==> src/rtl/pid_pkg.sv <==
// Shared FSM type and width helpers for the pid_core PID controller.
package pid_pkg;

  typedef enum logic [2:0] {
    IDLE,
    ERR,
    PTERM,
    ITERM,
    DTERM,
    DONE
  } pid_state_t;

  localparam int ERR_EXTRA_W  = 1;
  localparam int DIFF_EXTRA_W = 2;
  localparam int ACC_EXTRA_W  = 2;

  function automatic int err_width(input int data_w);
    return data_w + ERR_EXTRA_W;
  endfunction

  function automatic int diff_width(input int data_w);
    return data_w + DIFF_EXTRA_W;
  endfunction

  function automatic int acc_width(input int acc_w, input int gain_w);
    return acc_w + gain_w + ACC_EXTRA_W;
  endfunction

endpackage

==> src/rtl/pid_sat.sv <==
// Signed clamp from IN_W to OUT_W bits with overflow direction flags.
// SYMMETRIC=1 clamps to +/-(2^(OUT_W-1)-1); otherwise the full two's complement range.
module pid_sat #(
  parameter int IN_W      = 17,
  parameter int OUT_W     = 16,
  parameter bit SYMMETRIC = 1'b0
) (
  input  logic signed [IN_W-1:0]  din,
  output logic signed [OUT_W-1:0] dout,
  output logic                    hi,
  output logic                    lo
);

  localparam logic signed [IN_W-1:0] MAX_V =
    {{(IN_W-OUT_W+1){1'b0}}, {(OUT_W-1){1'b1}}};
  localparam logic signed [IN_W-1:0] MIN_V = SYMMETRIC ? -MAX_V :
    {{(IN_W-OUT_W+1){1'b1}}, {(OUT_W-1){1'b0}}};

  always_comb begin
    hi   = (din > MAX_V);
    lo   = (din < MIN_V);
    dout = din[OUT_W-1:0];
    if (hi) begin
      dout = MAX_V[OUT_W-1:0];
    end else if (lo) begin
      dout = MIN_V[OUT_W-1:0];
    end
  end

endmodule

==> src/rtl/pid_core.sv <==
// Fixed-point PID core stepping P, I and optional D terms through one shared multiplier.
// Define PID_DERIV_EN to include the DTERM stage, the e_prev register and the kd gain.
module pid_core
  import pid_pkg::*;
#(
  parameter int DATA_W = 8,
  parameter int GAIN_W = 8,
  parameter int FRAC_W = 4,
  parameter int ACC_W  = 16
) (
  input  logic              clk,
  input  logic              rst,
  input  logic              sample_valid,
  input  logic [DATA_W-1:0] setpoint,
  input  logic [DATA_W-1:0] measurement,
  input  logic [GAIN_W-1:0] kp,
  input  logic [GAIN_W-1:0] ki,
  input  logic [GAIN_W-1:0] kd,
  output logic              busy,
  output logic              out_valid,
  output logic [DATA_W-1:0] ctrl_out,
  output logic              overrun
);

  localparam int E_W  = err_width(DATA_W);
  localparam int D_W  = diff_width(DATA_W);
  localparam int A_W  = acc_width(ACC_W, GAIN_W);
  localparam int OP_W = (ACC_W > D_W) ? ACC_W : D_W;
  localparam int P_W  = GAIN_W + 1 + OP_W;

  pid_state_t               state_q, state_d;
  logic [DATA_W-1:0]        sp_q, sp_d, meas_q, meas_d;
  logic [GAIN_W-1:0]        kp_q, kp_d, ki_q, ki_d;
  logic signed [E_W-1:0]    e_q, e_d;
  logic signed [ACC_W-1:0]  integ_q, integ_d;
  logic signed [A_W-1:0]    acc_q, acc_d;
  logic                     sat_hi_q, sat_hi_d, sat_lo_q, sat_lo_d;
  logic                     overrun_q, overrun_d;
  logic [DATA_W-1:0]        ctrl_q, ctrl_d;

  logic                     accept, load_out;
  logic [GAIN_W-1:0]        mul_gain;
  logic signed [OP_W-1:0]   mul_op;
  logic signed [P_W-1:0]    prod;
  logic signed [A_W-1:0]    prod_ext, acc_sum, shifted;
  logic signed [ACC_W:0]    integ_sum;
  logic signed [ACC_W-1:0]  integ_clamped, integ_new;
  logic                     integ_hi_unused, integ_lo_unused;
  logic                     e_pos, e_neg, integ_hold;
  logic signed [DATA_W-1:0] out_clamped;
  logic                     out_hi, out_lo;

`ifdef PID_DERIV_EN
  logic [GAIN_W-1:0]        kd_q, kd_d;
  logic signed [E_W-1:0]    e_prev_q, e_prev_d;
  logic signed [D_W-1:0]    diff;

  assign diff = D_W'(e_q) - D_W'(e_prev_q);
`else
  logic kd_unused;

  assign kd_unused = ^kd;
`endif

  assign accept = sample_valid && ((state_q == IDLE) || (state_q == DONE));

  // Integrator holds while the last output was saturated in the direction e pushes.
  assign e_neg      = e_q[E_W-1];
  assign e_pos      = !e_q[E_W-1] && (e_q != '0);
  assign integ_hold = (sat_hi_q && e_pos) || (sat_lo_q && e_neg);
  assign integ_sum  = (ACC_W+1)'(integ_q) + (ACC_W+1)'(e_q);
  assign integ_new  = integ_hold ? integ_q : integ_clamped;

  pid_sat #(.IN_W(ACC_W+1), .OUT_W(ACC_W), .SYMMETRIC(1'b1)) u_integ_sat (
    .din  (integ_sum),
    .dout (integ_clamped),
    .hi   (integ_hi_unused),
    .lo   (integ_lo_unused)
  );

  always_comb begin
    mul_gain = '0;
    mul_op   = '0;
    case (state_q)
      PTERM: begin
        mul_gain = kp_q;
        mul_op   = OP_W'(e_q);
      end
      ITERM: begin
        mul_gain = ki_q;
        mul_op   = OP_W'(integ_new);
      end
`ifdef PID_DERIV_EN
      DTERM: begin
        mul_gain = kd_q;
        mul_op   = OP_W'(diff);
      end
`endif
      default: ;
    endcase
  end

  assign prod     = $signed({1'b0, mul_gain}) * mul_op;
  assign prod_ext = A_W'(prod);
  assign acc_sum  = acc_q + prod_ext;
  assign shifted  = acc_sum >>> FRAC_W;

  pid_sat #(.IN_W(A_W), .OUT_W(DATA_W), .SYMMETRIC(1'b0)) u_out_sat (
    .din  (shifted),
    .dout (out_clamped),
    .hi   (out_hi),
    .lo   (out_lo)
  );

  always_comb begin
    state_d   = state_q;
    sp_d      = sp_q;
    meas_d    = meas_q;
    kp_d      = kp_q;
    ki_d      = ki_q;
    e_d       = e_q;
    integ_d   = integ_q;
    acc_d     = acc_q;
    sat_hi_d  = sat_hi_q;
    sat_lo_d  = sat_lo_q;
    overrun_d = overrun_q;
    ctrl_d    = ctrl_q;
    load_out  = 1'b0;
`ifdef PID_DERIV_EN
    kd_d      = kd_q;
    e_prev_d  = e_prev_q;
`endif

    case (state_q)
      IDLE: begin
        if (accept) state_d = ERR;
      end
      ERR: begin
        e_d     = $signed({sp_q[DATA_W-1], sp_q}) - $signed({meas_q[DATA_W-1], meas_q});
        state_d = PTERM;
      end
      PTERM: begin
        acc_d   = prod_ext;
        state_d = ITERM;
      end
      ITERM: begin
        integ_d = integ_new;
        acc_d   = acc_sum;
`ifdef PID_DERIV_EN
        state_d = DTERM;
`else
        state_d  = DONE;
        load_out = 1'b1;
`endif
      end
`ifdef PID_DERIV_EN
      DTERM: begin
        acc_d    = acc_sum;
        e_prev_d = e_q;
        state_d  = DONE;
        load_out = 1'b1;
      end
`endif
      DONE: begin
        state_d = accept ? ERR : IDLE;
      end
      default: state_d = IDLE;
    endcase

    if (accept) begin
      sp_d   = setpoint;
      meas_d = measurement;
      kp_d   = kp;
      ki_d   = ki;
`ifdef PID_DERIV_EN
      kd_d   = kd;
`endif
    end else if (sample_valid) begin
      overrun_d = 1'b1;
    end

    // The output and saturation flags are taken from the final accumulator sum.
    if (load_out) begin
      ctrl_d   = out_clamped;
      sat_hi_d = out_hi;
      sat_lo_d = out_lo;
    end
  end

  always_ff @(posedge clk) begin
    if (rst) begin
      state_q   <= IDLE;
      sp_q      <= '0;
      meas_q    <= '0;
      kp_q      <= '0;
      ki_q      <= '0;
      e_q       <= '0;
      integ_q   <= '0;
      acc_q     <= '0;
      sat_hi_q  <= 1'b0;
      sat_lo_q  <= 1'b0;
      overrun_q <= 1'b0;
      ctrl_q    <= '0;
`ifdef PID_DERIV_EN
      kd_q      <= '0;
      e_prev_q  <= '0;
`endif
    end else begin
      state_q   <= state_d;
      sp_q      <= sp_d;
      meas_q    <= meas_d;
      kp_q      <= kp_d;
      ki_q      <= ki_d;
      e_q       <= e_d;
      integ_q   <= integ_d;
      acc_q     <= acc_d;
      sat_hi_q  <= sat_hi_d;
      sat_lo_q  <= sat_lo_d;
      overrun_q <= overrun_d;
      ctrl_q    <= ctrl_d;
`ifdef PID_DERIV_EN
      kd_q      <= kd_d;
      e_prev_q  <= e_prev_d;
`endif
    end
  end

  assign busy      = (state_q == ERR) || (state_q == PTERM) ||
                     (state_q == ITERM) || (state_q == DTERM);
  assign out_valid = (state_q == DONE);
  assign ctrl_out  = ctrl_q;
  assign overrun   = overrun_q;

endmodule

==> config.mk <==
export PLATFORM = sky130hd
export DESIGN_NAME = pid_core
export DESIGN_NICKNAME = d
export VERILOG_FILES = /design/src/rtl/pid_pkg.sv /design/src/rtl/pid_sat.sv /design/src/rtl/pid_core.sv
export SDC_FILE = /design/constraint.sdc
export NUM_CORES = 1
export LEC_CHECK = 0
export BUFFER_PORTS_ARGS = -buffer_cell sky130_fd_sc_hd__buf_4
export CORE_MARGIN = 2
export CORE_UTILIZATION = 60
export DETAILED_ROUTE_END_ITERATION = 10
export HOLD_SLACK_MARGIN = 0.06
export PLACE_DENSITY = 0.78
export SLEW_MARGIN = 20
export SYNTH_ARGS = -nofsm -noshare
export SYNTH_HDL_FRONTEND = slang
export SYNTH_SLANG_ARGS = --single-unit
export TNS_END_PERCENT = 10
==> constraint.sdc <==
create_clock -name clk -period 20.9 [get_ports clk]
set_input_delay 2.09 -clock clk [delete_from_list [all_inputs] [get_ports clk]]
set_output_delay 2.09 -clock clk [all_outputs]
set_load 0.03 [all_outputs]
==> flow_results.org, run 1 <==
** CTS
- The clock drives 97 sinks.
- Master cell of the clock root buffer :: clkbuf_16
- In this run the post-CTS setup repair buffer count came out at 0.
- For the worst-skew pair, the clock arrives at the later sink with an insertion delay of 0.37 ns.
- The number of hold buffers added after CTS was 0.
- After clock tree synthesis, the repair step resized 0 gates.
- TritonCTS built the clock tree.
- Counting along the longest clock path gives a buffer depth of 2.
- Clock slew at the register clock pins of the worst setup and hold paths :: 0.08 ns
- Num CTS Buffers :: 9
- The H-tree was split into 3 levels.

** Synth
- Of the post-synthesis cell area, the dominant cell type holds 0.175.
- Of the post-synthesis cell area, the part taken by muxes is 0.0174.
- Post-synthesis share of cell area spent on and, or, nand and nor gates :: 0.205
- Avg Synthesized Cell Area :: 7.71 µm²
- Post-Synthesis Net Count :: 1807
- Cell variety after synth :: 79
- Commonest cells post-synth :: inv_1 (192), nor2_1 (182), nand2_1 (178)
- Cell area after technology mapping :: 0.0120 mm²
- Of the total synthesized cell area, the portion taken by XOR and XNOR cells is 0.0365.
- The compound-cell area share of the yosys netlist was 0.213.
- For this run, asynchronously set or reset flops after synthesis account for 0.
- Post-synthesis cell type with the largest combined area :: fa_1
- Of the total synthesized cell area, the portion taken by full adders, half adders and majority gates is 0.285.
- For this run, the register share of the synthesized area comes to 0.162.
- In the synthesized netlist the dominant register cell turns out to be dfxtp_1.
- After synthesis, the largest family of logic cells by area is adder cells.
- Synthesis handed over a netlist of 1556 instances.
- Top post-synthesis cells by area :: fa_1 (18%), dfxtp_1 (16%), ha_1 (11%)
- Yosys printed 0 warnings.
- Top-count cell post-synth :: inv_1
- In this run, synthesis inferred 0 flip-flops with an integrated enable.
- Number of synthesized register bits :: 97

** Floorplan
- The initialized floorplan defines 51 standard-cell rows.
- From bottom edge to top edge, the die measures 145 µm.
- Area of the die :: 0.0211 mm²
- Number of top-level pins :: 54
- The initial utilization of the core area, before any placement, comes to 0.614.
- The die is 145 µm wide.
- Core Footprint :: 0.0195 mm²

** STA
- Setup total negative slack on the finished layout was measured at 0 ns.
- Timing would allow up to 86.2 MHz.
- The number of pins with negative max-slew slack in the final report is 0.
- Setup violations remaining at the end of the flow were counted as 0.
- For the pin with the worst max-slew slack, the measured transition is 1.08 ns.
- Hold is met by 0.456 ns.
- Final critical delay including setup and external delays :: 11.60 ns
- The final count of hold timing violations is 0.
- Period Utilization, post-route :: 0.555
- The worst pin sits at a relative slew slack of 0.279.
- Setup repair after global routing left no endpoint under its margin.
- The clock arrives with 0.0141 ns of skew.
- The worst path meets setup with 9.30 ns of slack.

** Critical path
- Endpoint required time on the critical path :: 21.15 ns
- The worst setup path is launched from a register.
- Delay contributed by the slowest stage of the critical path :: 0.73 ns
- The slowest stage of the critical path belongs to the cell dfxtp_1.
- Data on the critical path arrives at its endpoint at 11.84 ns.
- In this run the worst path has a maximum fanout of 14.
- Kind of end point of the critical path :: register
- Startpoint-to-endpoint class of the critical path :: reg2reg

** Cells and area
- Number of nets at the end of the flow :: 1810
- Of the cells placed in the final design, the portion with a size suffix greater than 1 is 0.0614.
- Relative to the synthesized area, the layout overhead comes to 6.79%.
- After routing the design area is 0.0128 mm².
- The repair_antennas step left the layout with diodes totalling 0.
- Final Util :: 0.656

** Drt
- Mean number of vias per cell :: 6.02
- Routed wire per std cell :: 16.9 µm
- The final route contains 11000 vias.
- Once detail routing completed, the nets flagged for antenna violations numbered 0.
- In the routed design, unresolved DRC markers number 0.
- For this block, the routed nets add up to 30.9 mm of wire.
- Count of TritonRoute iterations in the first routing pass :: 8
- Drt first-iter violations :: 971

** Placed design
- Detailed placement ended at an HPWL of 24.0 mm.
- Placement-stage worst setup slack :: 9.55 ns
- Once placement finished, the instance area stood at 0.0125 mm².
- At the end of routability-driven placement, the weighted congestion stood at 0.923.
- Buffers placed on the I/O ports in this run total 45.

** Pwr
- Power per Cell Area :: 47.7 mW/mm²
- Worst IR Drop VDD :: 57.1 µV
- Logic pwr share :: 0.354
- Share of total power in the clock network :: 0.290
- Fraction of power spent switching nets :: 0.395
- Power Internal :: 0.370 mW
- Switch Pwr :: 0.242 mW
- For this design the static power due to leakage is 5.83 nW.
- The share of total power dissipated in sequential elements is 0.355.

** Outcome
- Result of the run :: completed

** Hold path
- Worst min-delay path category :: reg2reg

** Global routing
- Entering global routing, the biggest net connects 59 pins.
- The first global-routing pass estimated 52.6 mm of wire.
- The initial antenna violation count was 0.
- The via count of the first global-routing pass came to 10800.
- Gr usage total :: 0.300
- Leftover overflow at the end of global routing :: 0

** Job
- Across the run, the number of max-cap violations was 0.
==> state kept, by name, summed over array words and instances (netlist names) <==
name,flops
acc_q,26
ctrl_out,8
e_q,9
integ_q,16
ki_q,8
kp_q,8
meas_q,8
overrun,1
sat_hi_q,1
sat_lo_q,1
sp_q,8
state_q,3
==> cell families (layout without fill, tap and decap cells) <==
kind of cell | Yosys count | in the layout
simple gates | 544 | 544
compound gates | 379 | 379
buf+inv | 255 | 263
fa+ha+maj | 211 | 211
flops | 97 | 97
xor+xnor | 50 | 50
mux | 20 | 20
==> cell type report <==
type                            instances  area [µm²]
Clock buffer                            9         225
Clock inverter                          7        88.8
Fill cell                            1705        6710
Inverter                              192         721
Multi-Input combinational cell       1204        9090
Sequential cell                        97        1940
Tap cell                              265         332
Timing Repair Buffer                   55         413
==> critical path: cells and delay by family, from the launching register on <==
family / cells / cell delay [ns]
compound gates: 15 / 4.72
xor+xnor: 1 / 0.67
fa+ha+maj: 7 / 3.33
buf+inv: 4 / 0.22
flops: 1 / 0.73
simple gates: 8 / 1.79
==> cell usage in the layout (no fill, tap or decap), types with 38 or more instances in the layout <==
master / instances
inv_1: 192
nor2_1: 181
nand2_1: 178
a21oi_1: 120
fa_1: 105
ha_1: 103
dfxtp_1: 97
o21ai_0: 58
buf_4: 55
nor3_1: 38
==> power groups by stage <==
| stage | clock (mW) | sequential, mW | combinational (mW) |
|---|---|---|---|
| after floorplan | 0 | 0.218 | 0.159 |
| after global placement | 0 | 0.221 | 0.208 |
| after detailed placement | 0 | 0.221 | 0.212 |
| after CTS | 0.180 | 0.217 | 0.213 |
| after global routing | 0.187 | 0.220 | 0.240 |
| final | 0.177 | 0.217 | 0.217 |
==> layer usage <==
layer / GRT usage / vias up / routed length [µm]
met2: 0.490 / 401 / 14200
li1: - / 5309 / -
met4: 0.0853 / 0 / 787
met3: 0.0426 / 61 / 2060
met1: 0.419 / 5248 / 13800
met5: 0 / - / 0
==> per-stage QoR <==
stage | cells | power (mW)
floorplan | 1556 | 0.377
global placement | 1813 | 0.428
detailed placement | 1813 | 0.433
CTS | 1829 | 0.610
global route | 1829 | 0.646
finish | 1829 | 0.612
==> path summary, 6_finish.rpt <==
path	startpoint	to	depth (start not counted)	slack (ns)
hold / removal	kp_q[3]	kp_q[3]	2	0.46
setup reg to reg	e_q[8]	ctrl_out[5]	35	9.30
hold reg to reg	kp_q[3]	kp_q[3]	2	0.46
setup / recovery	e_q[8]	ctrl_out[5]	35	9.30
(Power assumes the default switching activity.)
==> run 2, diff against run 1 <==
- ABC_AREA: default -> 1
- clock period: 20.9 -> 12 ns (I/O delays scaled with it)
==> run 2 against run 1 <==
  * Sequential power grew 65%
  * Utilization is 0.57 points lower
  * Register-to-register slack worse by 6.8 ns
  * Area after synthesis up 1.9%
  * Critical path type unchanged
  * Sequential cell count unchanged
  * Final cell count rose by 16%
  * Via count rose by 4.5%
==> flow_results.org, run 2 <==
** Synth
- Of all flip-flops after synthesis, the portion carrying an async set or reset was 0.
- Top post-synthesis cells by area :: fa_1 (17%), dfxtp_1 (16%), nand2_1 (14%)
- Counting flops and latches in the post-synthesis netlist gives 97.
- Top-count cell post-synth :: nand2_1
- Seq/Total Area, Yosys :: 0.159
- In this run the cell area of the synthesized design comes to 0.0122 mm².
- A synthesized cell averages 6.68 µm².
- Summed over all instances, the cell type with the most area after synthesis is fa_1.
- Sorting the synthesized cells by how often they occur yields nand2_1 (443), inv_1 (379), a21oi_1 (193).
- Prevailing post-synth register cell :: dfxtp_1
- Yosys printed 0 warnings.
- In this run, synthesis inferred 0 flip-flops with an integrated enable.
- The number of nets handed over by synthesis was 2083.
- Cell variety after synth :: 51
- Fraction of post-synthesis cell area in the top cell type by area :: 0.172
- Count of mapped cells out of synthesis :: 1832

** Floorplan
- Die Ht :: 147 µm
- Area of the die :: 0.0215 mm²
- Core Footprint :: 0.0201 mm²
- Number of top-level pins :: 54
- Width of the die :: 147 µm
- The floorplan has 52 rows.
- The initial utilization of the core area, before any placement, comes to 0.608.

** Placed design
- Timing analysis after detailed placement gives a worst setup slack of 2.72 ns.
- Total placed instance area :: 0.0128 mm²
- In this run the tool buffered the top-level ports with 45 buffer cells.
- Final GP Congestion :: 0.945
- Detailed placement finished with a half-perimeter wire length of 25.3 mm.

** STA
- In the finished design, the share of the clock period the worst path needs comes to 0.795.
- Setup violations remaining at the end of the flow were counted as 0.
- For this run, the top clock speed supported by timing is 105 MHz.
- At the pin with the least slew margin, the transition time is 1.02 ns.
- Slew Viols, Final :: 0
- Final critical delay including setup and external delays :: 9.54 ns
- The final count of hold timing violations came to 0.
- For the final routed database, the setup TNS stands at 0 ns.
- Fin worst setup slack :: 2.46 ns
- Headroom to the max-slew limit came out at 0.322.
- Setup repair after global routing left no endpoint under its margin.
- Post-Route Skew :: 0.0119 ns

** CTS
- Clock slew at the register clock pins of the worst setup and hold paths :: 0.08 ns
- In this run, post-CTS repair resized a total of 0 instances.
- Number of sinks driven by the clock tree :: 97
- In this run the clock root is driven by a clkbuf_16.
- The number of clock buffers added by TritonCTS is 9.
- The clock tree synthesis step divided the H-tree into 3 levels.
- Clock tree from TritonCTS :: done
- Clock Latency Late Sink :: 0.37 ns
- Hold-fix buffers at CTS :: 0
- Post CTS Setup Buffer Count :: 0
- Clock buffer depth :: 2

** Drt
- Number of routed nets with antenna violations :: 0
- Detailed-route wire length :: 31.7 mm
- Mean number of vias per cell :: 5.42
- In the final routed layout, each cell accounts on average for 14.9 µm.
- Drt first-iter violations :: 732
- Total via count in the routed design :: 11500
- DRC :: 0
- Count of TritonRoute iterations in the first routing pass :: 5

** Critical path
- Type of origin of the critical path :: register
- Critical-path cell with the highest stage delay :: dfxtp_1
- In this design, the stage delay of the slowest critical-path cell is 0.61 ns.
- Most used cell along the critical path :: nand2_1
- Together, buffers and inverters on the worst path number 8.
- Data on the critical path arrives at its endpoint at 9.85 ns.
- STA classifies the critical path endpoint as a register.
- Dominant delay contributor by cell family on the critical path :: adder cells
- Biggest fanout along the worst timing path :: 40
- Startpoint-to-endpoint class of the critical path :: reg2reg
- Endpoint required time on the critical path :: 12.31 ns

** Pwr
- Fraction of power spent switching nets :: 0.358
- Summed over all nets, the switching power comes to 0.315 mW.
- VDD sags by at most 64.5 µV.
- The design draws 0.880 mW.
- The internal portion of the total power is 0.565 mW.
- Logic pwr share :: 0.234
- Power per Cell Area :: 67.3 mW/mm²
- Share of total power in the clock network :: 0.359
- The analysis attributes to cell leakage a power of 7.12 nW.
- Share of total power in sequential cells :: 0.407

** Cells and area
- Counting the fill cells in the layout gives 1858.
- The final layout contains 2099 nets.
- Of the cells placed in the final design, the portion with a size suffix greater than 1 is 0.0734.
- Antenna Diode Count :: 0
- Compared with the post-synthesis result, the final layout area differs by 6.94%.
- Flip-flop count of the largest register after layout :: 26
- Largest registers ranked by flip-flop count :: acc_q (26), integ_q (16), e_q (9)
- Most common cell after layout, fill and taps aside :: nand2_1
- The finished cells cover 0.0131 mm².
- Ranked by flip-flop count, first place goes to acc_q.
- The top cell types in the final layout, fill and taps aside, are nand2_1 (443), inv_1 (379), a21oi_1 (193), nor2_1 (118), fa_1 (105).

** Global routing
- Initial antenna violation count :: 0
- First-pass GRT wire length :: 54.2 mm
- In the global route stage, overall resource usage came out at 0.308.
- Entering global routing, the biggest net connects 65 pins.
- The via count of the first global-routing pass is 11500.
- Leftover overflow at the end of global routing :: 0

** Job
- Max capacitance violation total :: 0

** Outcome
- Result of the run :: completed

** Hold path
- The path class of the tightest hold or removal check is reg2reg.
run 2: changes by cell type after synthesis, moves of 22 or more:
cell | previous run | this run
a21oi_1 | 120 | 193
o21ai_0 | 58 | 82
nor3_1 | 38 | 9
nand2_1 | 178 | 443
xnor2_1 | 32 | 9
a211oi_1 | 35 | 2
nand2b_1 | 30 | 0
inv_1 | 192 | 379
nand3_1 | 32 | 77
o211ai_1 | 26 | 4
nor2_1 | 182 | 118
nand2_2 | 0 | 24
run 2: worst paths after layout:
kind	startpoint	slack [ns]	cells after the start	endpoint
worst max-delay path	state_q[0]	2.46	41	ctrl_out[1]
worst min-delay path	kp_q[3]	0.45	2	kp_q[3]
worst max register to register	state_q[0]	2.46	41	ctrl_out[1]
worst min register to register	kp_q[3]	0.45	2	kp_q[3]
run 2: through the flow:
step,utilization,cells,hold slack [ns]
6_report,0.650,2123,0.454
5_1_grt,0.650,2123,0.478
4_1_cts,0.650,2123,0.458
3_5_place_dp,0.635,2107,0.440
3_3_place_gp,0.635,2107,0.437
2_1_floorplan,-,1832,0.427
run 2: area by class of cell:
class	instances	area, µm²	share of cell area
Clock inverter	7	93.8	0.00718
Timing Repair Buffer	50	375	0.0287
Tap cell	270	338	0.0258
Inverter	387	1450	0.111
Clock buffer	9	225	0.0172
Sequential cell	97	1940	0.148
Multi-Input combinational cell	1303	8650	0.662
run 2: cell families (layout without fill, tap and decap cells):
group / after synthesis / in the layout / share of synthesized area
simple gates: 722 / 722 / 0.251
buf+inv: 432 / 453 / 0.134
compound gates: 338 / 338 / 0.153
fa+ha+maj: 208 / 208 / 0.277
flops: 97 / 97 / 0.159
xor+xnor: 35 / 35 / 0.0257
run 2: tightest hold or removal path, cell delays in order (launching register included):
cell     delay (ns)
dfxtp_1        0.30
inv_1          0.06
a21oi_1        0.05
run 2: per-layer routing:
metal	vias up	global-route usage	part of all wire
met3	72	0.0497	0.057
met5	-	0	0
met2	335	0.539	0.49
met4	0	0.118	0.033
met1	5344	0.382	0.42
li1	5762	-	-
run 2: power groups by stage:
stage | combinational [mW] | sequential, mW | clock, mW
after floorplan | 0.154 | 0.361 | 0
after global placement | 0.199 | 0.365 | 0
after detailed placement | 0.202 | 0.366 | 0
after CTS | 0.204 | 0.358 | 0.319
after global routing | 0.230 | 0.361 | 0.333
final | 0.205 | 0.358 | 0.316
==> run 3, diff against run 2 <==
- clock period: 12 -> 9.85 ns (I/O delays scaled with it)
==> run 3 against run 2 <==
  * Routed wire length fell by 1.8%
  * Critical path depth rose by 8
  * Clock power rose by 16%
  * Sequential share of layout area barely moved
  * Total power rose by 20%
  * Sequential power rose by 22%
  * Non-clock buffer count rose by 3
  * Worst hold slack got worse by 0.0021 ns
  * Maximum frequency rose by 4.0%
  * Global-route usage fell by 1.4 points
  * Combinational power rose by 23%
  * Die area did not move
==> flow_results.org, run 3 (synthesis gave the netlist of run 2 again) <==
** STA
- Dividing the final minimum period by the clock period gives 0.931.
- The number of pins with negative max-slew slack in the final report came to 0.
- Maximum clock frequency :: 109 MHz
- The final count of hold timing violations came to 0.
- Setup TNS :: 0 ns
- At the pin with the least slew margin, the transition time is 0.991 ns.
- Final critical delay including setup and external delays :: 9.17 ns
- Across the routed clock network, the largest skew measured is 0.0119 ns.
- Endpoints failing setup :: 0
- The worst pin sits at a relative slew slack of 0.339.

** Drt
- Dividing the detail-routed wire length by the instance count gives 14.6 µm.
- For this block, the routed nets add up to 31.1 mm of wire.
- DRC :: 0
- Routed length on met3 :: 2.01 mm
- DR top layer :: met4
- Number of routed nets with antenna violations :: 0
- Drt first-iter violations :: 665
- Detailed-route wire length on metal 1 :: 13.3 mm
- Total via count in the routed design :: 11500
- Mean number of vias per cell :: 5.41
- For this run, the detailed router's first-pass iteration total came to 5.
- Detailed routing placed a total of 14.6 mm of wire on met2.

** CTS
- The tree built by TritonCTS fans out to 97 sinks.
- The tree is rooted in a clkbuf_16.
- The number of hold buffers added after CTS was 0.
- Num CTS Buffers :: 9
- Post-cts resize count :: 0
- TritonCTS built the clock tree.
- Post CTS Setup Buffer Count :: 0
- CTS built an H-tree with a depth of 3.
- Counting along the longest clock path gives a buffer depth of 2.
- At the later pin of the worst-skew pair, clock insertion delay measures 0.36 ns.
- Clock slew at the register clock pins of the worst setup and hold paths :: 0.08 ns

** Cells and area
- Area grow syn2layout :: 7.23%
- The library cells used most frequently in the layout, excluding fill and tap cells, are nand2_1 (442), inv_1 (379), a21oi_1 (192), nor2_1 (118), fa_1 (105).
- Fillcell total :: 1878
- Flip-flop count of the largest register after layout :: 26
- After the last flow step, the layout net total stands at 2102.
- In the final layout, the share of cells above drive strength 1 is 0.0781.
- In the final layout, the registers with the most flip-flops are acc_q (26), integ_q (16), e_q (9).
- 0 antenna diodes ended up in the layout.
- Largest register by flop count :: acc_q
- Final Util :: 0.652
- Most common cell after layout, fill and taps aside :: nand2_1

** Critical path
- Kind of end point of the critical path :: register
- Together, buffers and inverters on the worst path number 7.
- Of all nets on the critical path, the largest fanout is 14.
- Endpoint required time on the critical path :: 10.16 ns
- Grouping stages by cell kind, the critical path spends the most delay in adder cells.
- Most used cell along the critical path :: nand2_1
- Type of origin of the critical path :: register
- Counting cells, the worst reg-to-reg path comes to 49.
- The critical path runs through a total of 49 cells.
- Startpoint-to-endpoint class of the critical path :: reg2reg
- Delay contributed by the slowest stage of the critical path :: 0.60 ns
- Critical-path cell with the highest stage delay :: fa_1
- For the worst setup path, the data arrival time is 9.48 ns.

** Global routing
- Pin count of the biggest net entering global routing :: 65
- In the global route stage, overall resource usage came out at 0.294.
- Leftover overflow at the end of global routing :: 0
- Via count of the first global-routing pass :: 11000
- The first global-routing pass estimated 51.5 mm of wire.
- The initial antenna violation count was 1.

** Pwr
- Share of total power in the clock network :: 0.347
- Switch Pwr :: 0.369 mW
- Share of total power in sequential cells :: 0.414
- IR analysis of the VDD net gives a maximum drop of 80.4 µV.
- Of the total power, the share spent switching nets is 0.350.
- Standby leakage power :: 7.13 nW
- For this design the ratio of total power to cell area is 80.4 mW/mm².
- Power Internal :: 0.686 mW
- Logic pwr share :: 0.239

** Hold path
- Number of stages on the worst hold path :: 2
- The path class of the tightest hold or removal check is reg2reg.

** Floorplan
- Effective utilization at floorplan :: 0.608
- The core region is 0.0201 mm².
- Area of the die :: 0.0215 mm²
- The floorplan has 52 rows.
- Die Ht :: 147 µm
- Number of top-level pins :: 54
- Width of the die :: 147 µm

** Job
- Max capacitance violation total :: 0

** Placed design
- Final GP Congestion :: 0.977
- Port Buf Inserts :: 45
- Detailed placement HPWL :: 25.1 mm

** Outcome
- The run finished with clean final reports.
==> run 3: cell types whose count changed in the layout (fill, tap and decap cells not counted), moves of 2 or more <==
cell | previous run | this run
dfxtp_2 | 0 | 2
buf_4 | 50 | 53
clkinv_8 | 3 | 0
dfxtp_1 | 97 | 95
clkinv_4 | 0 | 2
==> run 3: final cells by class <==
| type | count | area (µm²) | area share |
|---|---|---|---|
| Sequential cell | 97 | 1940 | 0.148 |
| Tap cell | 270 | 338 | 0.0258 |
| Clock buffer | 9 | 225 | 0.0172 |
| Multi-Input combinational cell | 1303 | 8680 | 0.662 |
| Inverter | 387 | 1450 | 0.111 |
| Timing Repair Buffer | 53 | 398 | 0.0303 |
| Clock inverter | 7 | 73.8 | 0.00563 |
==> run 3: worst min-delay path: cells and delay by family (launching register included) <==
family          cells  cell delay (ns)
compound gates      1             0.05
flops               1             0.32
buf+inv             1             0.05
==> run 3: path summary, 6_finish.rpt <==
path | start | end | slack, ns
setup reg to reg | e_q[1] | ctrl_out[2] | 0.68
setup / recovery | e_q[1] | ctrl_out[2] | 0.68
hold / removal | meas_q[0] | meas_q[0] | 0.45
hold reg to reg | meas_q[0] | meas_q[0] | 0.45
==> run 3: layer usage <==
metal	up-vias	track usage
li1	5756	-
met1	5314	0.380
met2	354	0.499
met3	84	0.0447
met4	0	0.113
met5	-	0
==> run 3: power groups by stage <==
| stage | registers [mW] | logic, mW | clock network, mW |
|---|---|---|---|
| after floorplan | 0.439 | 0.188 | 0 |
| after global placement | 0.445 | 0.243 | 0 |
| after detailed placement | 0.445 | 0.247 | 0 |
| after CTS | 0.436 | 0.249 | 0.370 |
| after global routing | 0.439 | 0.282 | 0.384 |
| final | 0.437 | 0.252 | 0.366 |
==> run 3: through the flow <==
step | hold slack, ns | instance area, µm² | power, mW | cells | setup slack, ns
finish | 0.452 | 13100 | 1.05 | 2126 | 0.677
floorplan | 0.427 | 12200 | 0.627 | 1832 | 2.04
CTS | 0.456 | 13100 | 1.06 | 2126 | 0.596
detailed placement | 0.444 | 12800 | 0.692 | 2110 | 0.661
global route | 0.470 | 13100 | 1.10 | 2126 | -0.0191
global placement | 0.436 | 12800 | 0.688 | 2110 | 0.818
